`src/rtl/cpu_pkg.sv`:
```
// cpu_pkg: shared constants for the control-flow path of the 16-bit core.
//   - opcode encodings of the control-flow instructions
//   - branch condition-code encodings (instruction bits [11:9])
//   - bit positions of Z/V/N on the ALU flag bus
//   - pc_state_t: program-counter state machine states
package cpu_pkg;

    localparam logic [3:0] OP_B   = 4'hC;
    localparam logic [3:0] OP_BR  = 4'hD;
    localparam logic [3:0] OP_PCS = 4'hE;
    localparam logic [3:0] OP_HLT = 4'hF;

    localparam logic [2:0] CC_NE  = 3'b000;
    localparam logic [2:0] CC_EQ  = 3'b001;
    localparam logic [2:0] CC_GT  = 3'b010;
    localparam logic [2:0] CC_LT  = 3'b011;
    localparam logic [2:0] CC_GE  = 3'b100;
    localparam logic [2:0] CC_LE  = 3'b101;
    localparam logic [2:0] CC_OV  = 3'b110;
    localparam logic [2:0] CC_UNC = 3'b111;

    localparam int FLAG_Z = 2;
    localparam int FLAG_V = 1;
    localparam int FLAG_N = 0;

    typedef enum logic {
        RUN    = 1'b0,
        HALTED = 1'b1
    } pc_state_t;

endpackage

```
`src/rtl/pc_control_if.sv`:
```
// pc_control_if: bundle between the ID stage / ALU and the PC unit.
//   master modport: decode side, drives the ID-stage instruction fields,
//                   stall and the flag bus; observes the fetch address,
//                   flush, halt and the taken-branch count.
//   slave modport:  pc_control side (mirror image).
interface pc_control_if #(
    parameter int CNT_W = 16
);
    logic             stall;
    logic             id_valid;
    logic [3:0]       id_opcode;
    logic [2:0]       id_cond;
    logic [8:0]       id_imm9;
    logic [15:0]      id_rs_data;
    logic [15:0]      id_pc_plus2;
    logic [2:0]       Flags;
    logic [15:0]      pc;
    logic [15:0]      pc_plus2;
    logic             flush;
    logic             halt;
    logic [CNT_W-1:0] taken_cnt;

    modport master (
        output stall, id_valid, id_opcode, id_cond, id_imm9,
               id_rs_data, id_pc_plus2, Flags,
        input  pc, pc_plus2, flush, halt, taken_cnt
    );

    modport slave (
        input  stall, id_valid, id_opcode, id_cond, id_imm9,
               id_rs_data, id_pc_plus2, Flags,
        output pc, pc_plus2, flush, halt, taken_cnt
    );

endinterface

```
`src/rtl/pc_control_branch_cond.sv`:
```
// branch_cond: purely combinational branch-condition evaluator.
//   cond      in  3  condition field of the branch instruction
//   Flags     in  3  ALU flag bus (Z=bit2, V=bit1, N=bit0)
//   cond_true out 1  condition holds for the given flags
module branch_cond
    import cpu_pkg::*;
(
    input  logic [2:0] cond,
    input  logic [2:0] Flags,
    output logic       cond_true
);

    logic z, v, n;

    always_comb begin
        z = Flags[FLAG_Z];
        v = Flags[FLAG_V];
        n = Flags[FLAG_N];
        cond_true = 1'b0;
        case (cond)
            CC_NE:   cond_true = ~z;
            CC_EQ:   cond_true = z;
            CC_GT:   cond_true = ~z & ~n;
            CC_LT:   cond_true = n;
            CC_GE:   cond_true = z | (~z & ~n);
            CC_LE:   cond_true = n | z;
            CC_OV:   cond_true = v;
            CC_UNC:  cond_true = 1'b1;
            default: cond_true = 1'b0;
        endcase
    end

endmodule

```
`src/rtl/pc_control.sv`:
```
// pc_control: program counter and branch resolution for the 16-bit core.
// Owns the PC register, the RUN/HALTED state machine and a saturating
// taken-branch counter.
//   clk, rst    clock and asynchronous active-high reset
//   bus (slave) ID-stage instruction fields, stall and ALU flags in;
//               pc, pc_plus2, flush, halt and taken_cnt out
module pc_control
    import cpu_pkg::*;
#(
    parameter logic [15:0] RESET_PC = 16'h0000,
    parameter int          CNT_W    = 16
) (
    input  logic        clk,
    input  logic        rst,
    pc_control_if.slave bus
);

    pc_state_t        state;
    logic [15:0]      pc_q;
    logic             halt_q;
    logic [CNT_W-1:0] cnt_q;

    logic             cond_true;
    logic             accept;
    logic             is_branch;
    logic             take;
    logic             hlt_go;
    logic [15:0]      pc_inc;
    logic [15:0]      b_target;
    logic [15:0]      target;

    branch_cond u_branch_cond (
        .cond      (bus.id_cond),
        .Flags     (bus.Flags),
        .cond_true (cond_true)
    );

    always_comb begin
        // An ID instruction only acts when it is real, not stalled, and the
        // core is still running.
        accept    = bus.id_valid & ~bus.stall & (state == RUN);
        is_branch = (bus.id_opcode == OP_B) | (bus.id_opcode == OP_BR);
        take      = accept & is_branch & cond_true;
        hlt_go    = accept & (bus.id_opcode == OP_HLT);
        // Natural 16-bit wrap takes 16'hFFFE to 16'h0000.
        pc_inc    = pc_q + 16'd2;
        // Word offset: sign-extend imm9 and scale by 2; sum wraps mod 2^16.
        b_target  = bus.id_pc_plus2 + {{6{bus.id_imm9[8]}}, bus.id_imm9, 1'b0};
        target    = (bus.id_opcode == OP_BR) ? bus.id_rs_data : b_target;
    end

    always_ff @(posedge clk or posedge rst) begin
        if (rst) begin
            state  <= RUN;
            pc_q   <= RESET_PC;
            halt_q <= 1'b0;
            cnt_q  <= '0;
        end else begin
            case (state)
                RUN: begin
                    if (hlt_go) begin
                        // PC holds on the halt edge; the younger fetch is flushed.
                        state  <= HALTED;
                        halt_q <= 1'b1;
                    end else if (bus.stall) begin
                        pc_q <= pc_q;
                    end else if (take) begin
                        pc_q <= target;
                        if (cnt_q != '1) begin
                            cnt_q <= cnt_q + CNT_W'(1);
                        end
                    end else begin
                        pc_q <= pc_inc;
                    end
                end
                HALTED: begin
                    state  <= HALTED;
                    halt_q <= 1'b1;
                end
                default: begin
                    state  <= RUN;
                    halt_q <= 1'b0;
                end
            endcase
        end
    end

    assign bus.pc        = pc_q;
    assign bus.pc_plus2  = pc_inc;
    assign bus.flush     = take | hlt_go;
    assign bus.halt      = halt_q;
    assign bus.taken_cnt = cnt_q;

endmodule

```
`src/flat_wrapper.sv`:
```
// flat-port wrapper written by rule: the top's interface ports become plain ports
module pc_control_flat import cpu_pkg::*;
#(
    parameter logic [15:0] RESET_PC = 16'h0000,
    parameter int          CNT_W    = 16
)
  (clk, rst, bus_stall, bus_id_valid, bus_id_opcode, bus_id_cond, bus_id_imm9, bus_id_rs_data, bus_id_pc_plus2, bus_Flags, bus_pc, bus_pc_plus2, bus_flush, bus_halt, bus_taken_cnt);
  pc_control_if #(.CNT_W(CNT_W)) bus_i ();
  input  logic clk;
  input  logic rst;
  input wire logic [$bits(bus_i.stall)-1:0] bus_stall;
  input wire logic [$bits(bus_i.id_valid)-1:0] bus_id_valid;
  input wire logic [$bits(bus_i.id_opcode)-1:0] bus_id_opcode;
  input wire logic [$bits(bus_i.id_cond)-1:0] bus_id_cond;
  input wire logic [$bits(bus_i.id_imm9)-1:0] bus_id_imm9;
  input wire logic [$bits(bus_i.id_rs_data)-1:0] bus_id_rs_data;
  input wire logic [$bits(bus_i.id_pc_plus2)-1:0] bus_id_pc_plus2;
  input wire logic [$bits(bus_i.Flags)-1:0] bus_Flags;
  output wire logic [$bits(bus_i.pc)-1:0] bus_pc;
  output wire logic [$bits(bus_i.pc_plus2)-1:0] bus_pc_plus2;
  output wire logic [$bits(bus_i.flush)-1:0] bus_flush;
  output wire logic [$bits(bus_i.halt)-1:0] bus_halt;
  output wire logic [$bits(bus_i.taken_cnt)-1:0] bus_taken_cnt;
  assign bus_i.stall = bus_stall;
  assign bus_i.id_valid = bus_id_valid;
  assign bus_i.id_opcode = bus_id_opcode;
  assign bus_i.id_cond = bus_id_cond;
  assign bus_i.id_imm9 = bus_id_imm9;
  assign bus_i.id_rs_data = bus_id_rs_data;
  assign bus_i.id_pc_plus2 = bus_id_pc_plus2;
  assign bus_i.Flags = bus_Flags;
  assign bus_pc = bus_i.pc;
  assign bus_pc_plus2 = bus_i.pc_plus2;
  assign bus_flush = bus_i.flush;
  assign bus_halt = bus_i.halt;
  assign bus_taken_cnt = bus_i.taken_cnt;
  pc_control #(.RESET_PC(RESET_PC), .CNT_W(CNT_W)) u_core (.clk(clk), .rst(rst), .bus(bus_i));
endmodule
```
`config.mk`:
```
export PLATFORM = sky130hd
export DESIGN_NAME = pc_control_flat
export DESIGN_NICKNAME = d
export VERILOG_FILES = /design/src/rtl/cpu_pkg.sv /design/src/rtl/pc_control_if.sv /design/src/rtl/pc_control_branch_cond.sv /design/src/rtl/pc_control.sv /design/src/flat_wrapper.sv
export SDC_FILE = /design/constraint.sdc
export NUM_CORES = 1
export LEC_CHECK = 0
export BUFFER_PORTS_ARGS = -buffer_cell sky130_fd_sc_hd__buf_2
export CELL_PAD_IN_SITES_DETAIL_PLACEMENT = 1
export CELL_PAD_IN_SITES_GLOBAL_PLACEMENT = 2
export CORE_UTILIZATION = 30
export DETAILED_ROUTE_END_ITERATION = 10
export PLACE_DENSITY = 0.86
export SYNTH_ARGS = -nofsm -noshare
export SYNTH_HDL_FRONTEND = slang
export SYNTH_SLANG_ARGS = --single-unit
```
`constraint.sdc`:
```
create_clock -name clk -period 4.8 [get_ports clk]
set_input_delay 0.24 -clock clk [delete_from_list [all_inputs] [get_ports clk]]
set_output_delay 0.24 -clock clk [all_outputs]
set_load 0.03 [all_outputs]
```
== After elaboration in Yosys (flattened, before gate mapping) ==
Index checks and enable logic that the tools add are counted.
Cells by class
  $add $sub $neg: 3
  equality and inequality tests: 12
  mux-type cells: 7
  bitwise logic cells: 15
  reduce and logical (&&, ||, !) cells: 3
Operators by type and width (number)
  $mux 16: 2
  $add 16x1->16 const B: 1
  $add 16x16->16: 1
  $add 16x2->16 const B: 1
  $ne 16x16->1 const B: 1
  $eq 3x3->1 const B: 4
  $eq 4x4->1 const B: 3
  $pmux 1 s8: 1
  $and 1x1->1: 6
  $eq 3x2->1 const B: 2
  $not 1->1: 5
  $reduce_and 5->1: 1
  $or 1x1->1: 4
  $pmux 1 s2: 2
  $eq 3x1->1 const B: 1
  $logic_not 3->1: 1
  $reduce_and 3->1: 1
  $mux 1: 2
  $ne 2x1->1 const B: 1
Word-level totals
  bits in registers: 34
  input port bits: 55
  output and inout bits: 50
  logic and storage cells: 44

== Depth between registers and ports, before layout ==
  depth in word-level cells: 6
  gate-level depth with buffers: 10

== By module ==
Synthesis repeated with hierarchy kept, for this count alone.
Second synthesis, totals
  cells, all modules: 316
  area, all modules: 2721.4 sq um
Modules (own cells, without submodules)
  pc_control: times used 1, cells an instance 305, area an instance 2645.0 sq um, seq. area each 850.8 sq um
  branch_cond: times used 1, cells an instance 11, area an instance 76.3 sq um, seq. area each 0.0 sq um

== Worst setup path before layout ==
Ideal clock, no wire load.
  kind: flip-flop to flip-flop
  start point: register u_core.pc_q[1] (netlist: u_core.bus.pc[1])
  end point: register u_core.pc_q[15] (netlist: u_core.bus.pc[15])
  arrival time: 2.093 ns
  data required time: 4.717 ns
  setup slack: 2.624 ns
  stages on the path, launching flop included: 8
  buffers on the path: 0
  clock period less this slack: 2.176 ns
  cell sequence: dfrtp_1 -> ha_1 -> nand2_1 -> nor2_1 -> nand4_1 -> xnor2_1 -> a21oi_1 -> o22ai_1
On the way
  word-level cells in the longest chain between the ends: 2
Ends and longest elaborated chain
  from (decl): line pc_control.sv:19  | logic [15:0] pc_q;
  from (signal assigned): line pc_control.sv:66  | pc_q <= pc_q;
  from (signal assigned): line pc_control.sv:68  | pc_q <= target;
  from (signal assigned): line pc_control.sv:73  | pc_q <= pc_inc;
  $add 16x2->16: line pc_control.sv:46  | pc_inc = pc_q + 16'd2;
  net bus_pc_plus2[15]: line flat_wrapper.sv:20  | output wire logic [$bits(bus_i.pc_plus2)-1:0] bus_pc_plus2;
  $mux 16: line pc_control.sv:67  | end else if (take) begin
The timed path passes the listed nets, and every way through them passes these cells.
A chain may end at the register's enable or synchronous reset.

== Final worst setup path ==
  start point: register u_core.pc_q[3] (netlist: u_core.bus.pc[3])
  end point: output port bus_pc_plus2[10]
On the way
  word-level cells in the longest chain between the ends: 1
Ends and longest elaborated chain (line)
  $add 16x2->16: pc_control.sv:46
  to (decl): flat_wrapper.sv:20
Every way passes these cells.

==> impl_results.md <==
* Status: completed
* Unique masters post-synth at 56
* Sequential fraction of the synthesis area at 31.1%
* Gate Count Post-Synth at 324
* Vias in the first global route at 2830
* Final setup TNS at 0 ns
* Seq pwr share at 31.7%
* Area grow syn2layout at 25.3%
* Pin count of the biggest net entering global routing at 35
* Slew HR at 34.8%
* Synth Cell Area at ~2700 µm²
* Clock sink count at 34
* Cell Count Post-Placement at 525
* # Post-CTS Setup Buffers at 0
* Highest routed layer: met4
* FMAX at 0.414 GHz
* PostCTS Resize Cnt at 0
* PD cells at 419 nW/µm²
* Critical path type: register to output port
* Yosys reg bits at 34
* # nets final at 496
* Primary FF master, synth: dfrtp_1
* DRT Pass-1 Iters at 4
* # port buffers at 104
* H-tree depth at 2
* Max_cap viols at 0
* Global-route wire length before repair at 13900 µm
* Placer Congestion at roughly 0.84
* Final Critical Period at 2.41 ns
* Die span in y at slightly below 100 µm
* Final ANT Viol Nets at 0
* CTS tree: built
* Drt via density at 5.18
* Worst r2r path cells at 7
* Clk buf depth at 2
* Die area at 9490 µm²
* Hold crit path type: input port to asynchronous set/reset pin
* Wire length on met3 at 311 µm
* Placement Cell Area at 3330 µm²
* CP Capture Type: output port
* Root buffer cell: clkbuf_8
* TritonCTS buffer count at 5
* Core Footprint at between 8000 and 9000 µm²
* Reg-to-reg startpoint: u_core.state$_DFF_PP0_
* Final WL at 8230 µm
* YS warnings at 0
* Initial Util at 31.2%
* Initial antenna violation count at 0
* Crit path required time at 4.56 ns
* Cell leakage power at 1.69 nW
* Max FO, Critical Path at 7
* Clock Power Share at 15.6%
* Gr usage total at 17.9%
* Least-Margin Pin Slew at 0.975 ns
* Routed via count at approximately 2800
* Top Ports at about 110
* Die width at 97.4 µm
* Worst R2R Setup Slack at 2.67 ns
* Post-Layout Cell Count at ~530
* Met2 Wirelength at roughly 4000 µm
* Tot Pwr at between 1 and 1.5 mW
* Worst Setup Start Kind: register
* Worst EP arrival at 2.17 ns
* Drt wl/cell at 15.4 µm
* Net Count, Synth at 396
* DP HPWL at 6540 µm
* Fin. Hold Viols at 0
* Share of cells above drive strength 1 at between 20 and 30%
* Part of the cycle the worst path needs at 50.3%
* Int Pwr at 715 µW
* Wl on met1 at 3830 µm
* Clk_lat worst skew at ~0.29 ns
* DRC Markers at 0
* Reg2Reg Capture Point: u_core.bus.pc[12]$_DFFE_PP0P_
* Max IR drop VDD at 0.160 mV
* Total gr overflow at 0
* RSZ-0062 raised after global routing: false
* Setup violators final at 0
* Switch share at 50.2%
* # diodes at 0
* P_sw at slightly above 700 µW
* # hold bufs at CTS at 0
* Slew Limit Fails at 0
* Fin Clk Skew at 0.00585 ns
* Fin area at 3420 µm²
* Initial DRC count at 59
* Post-synth EDFFs at 0
* Clk slew on worst S/H paths at 0.07 ns
* Mean post-synth cell area at 8.43 µm²
* Post-synth ARST share at 100%
* Comb pwr share at 52.6%
* Row count at 34
-- cell usage in the layout (no fill, tap or decap), drive strengths merged, types with 2 or more instances in the layout --
cell type  count
a211oi         4
nor4           2
nand2b         4
o22ai          5
a21o           2
and3           9
nand2         43
xnor2         25
nor3           8
a31oi          4
o41ai          2
ha            16
a21oi         22
o311ai         2
or2            2
inv            8
o211ai         5
o21ai         16
nand4          7
a211o          2
a221oi         2
mux2i          2
dfrtp         34
nor2          27
nand3         19
clkbuf         7
nor2b          5
xor2          14
buf          105
-- cells in the mapped netlist (all sizes together), types with 4 or more instances --
library cell	n	area (µm²)
nand2	43	161
dfrtp	34	851
nor2	27	109
xnor2	25	219
a21oi	22	110
nand3	19	95.1
ha	16	200
o21ai	16	91.3
xor2	14	123
and3	9	56.3
inv	8	30.0
nor3	8	40.0
nand4	7	43.8
buf	6	41.3
clkbuf	6	22.5
nor2b	5	31.3
o211ai	5	37.5
o22ai	5	31.3
a211oi	4	30.0
a31oi	4	25.0
nand2b	4	25.0
-- power by group through the flow --
stage | sequential, mW | clock [mW] | combinational [mW]
global placement | 0.457 | 0 | 0.749
detailed placement | 0.461 | 0 | 0.761
global route | 0.469 | 0.243 | 0.812
floorplan | 0.572 | 0 | 0.404
finish | 0.456 | 0.224 | 0.755
CTS | 0.456 | 0.232 | 0.763
-- cells by family (layout without fill, tap and decap cells) --
kind of cell	Yosys count	in the layout	synth area share (%)
simple gates	135	135	25.3
compound gates	76	76	18.4
xor+xnor	39	39	12.5
flops	34	34	31.1
buf+inv	20	121	3.44
fa+ha+maj	17	17	8.06
mux	3	3	1.15
-- per-layer routing --
metal,GRT usage [%],up-vias
li1,-,1370
met5,0,-
met4,3.96,0
met2,30.9,64
met3,3.17,8
met1,23.1,1318
-- registers in the layout, summed over array words and instances (netlist names) --
signal	flops
u_core.bus.halt	1
u_core.bus.pc	16
u_core.state	1
u_core.bus.taken_cnt	16
-- worst max-delay path by stage --
stage	start	end	depth (start not counted)
after floorplan	u_core.bus.pc[1]$_DFFE_PP0P_	u_core.bus.pc[15]$_DFFE_PP0P_	7
after global placement	bus_id_pc_plus2[5]	u_core.bus.pc[14]$_DFFE_PP0P_	9
after detailed placement	bus_id_pc_plus2[5]	u_core.bus.pc[14]$_DFFE_PP0P_	9
after CTS	u_core.bus.pc[3]$_DFFE_PP0P_	bus_pc_plus2[10]	5
after global routing	u_core.bus.pc[3]$_DFFE_PP0P_	bus_pc_plus2[14]	5
final	u_core.bus.pc[3]$_DFFE_PP0P_	bus_pc_plus2[10]	5
-- critical path, stage by stage, from the launching register on --
cell and delay [ns]:
dfrtp_1 0.48, nand3_1 0.21, nor2_1 0.49, nand3_1 0.18, xnor2_1 0.27, buf_2 0.25
-- area by class of cell --
cell class,count,area (µm²)
multi-input cells,270,1790
clock buffers,7,86.3
fillers,1120,5340
flip-flops and latches,34,851
inverters,8,30.0
well taps,108,135
repair buffers,105,528
clock inverters,1,5.00
-- through the flow --
step                utilization, %  setup WS (ns)  hold slack (ns)
floorplan                        -           2.62            0.382
global placement              38.0           2.51            0.369
detailed placement            38.0           2.47            0.380
CTS                           39.0           2.37           0.0615
global route                  39.0           2.28           0.0888
finish                        39.0           2.39           0.0485
Power figures use the tool's default switching activity.
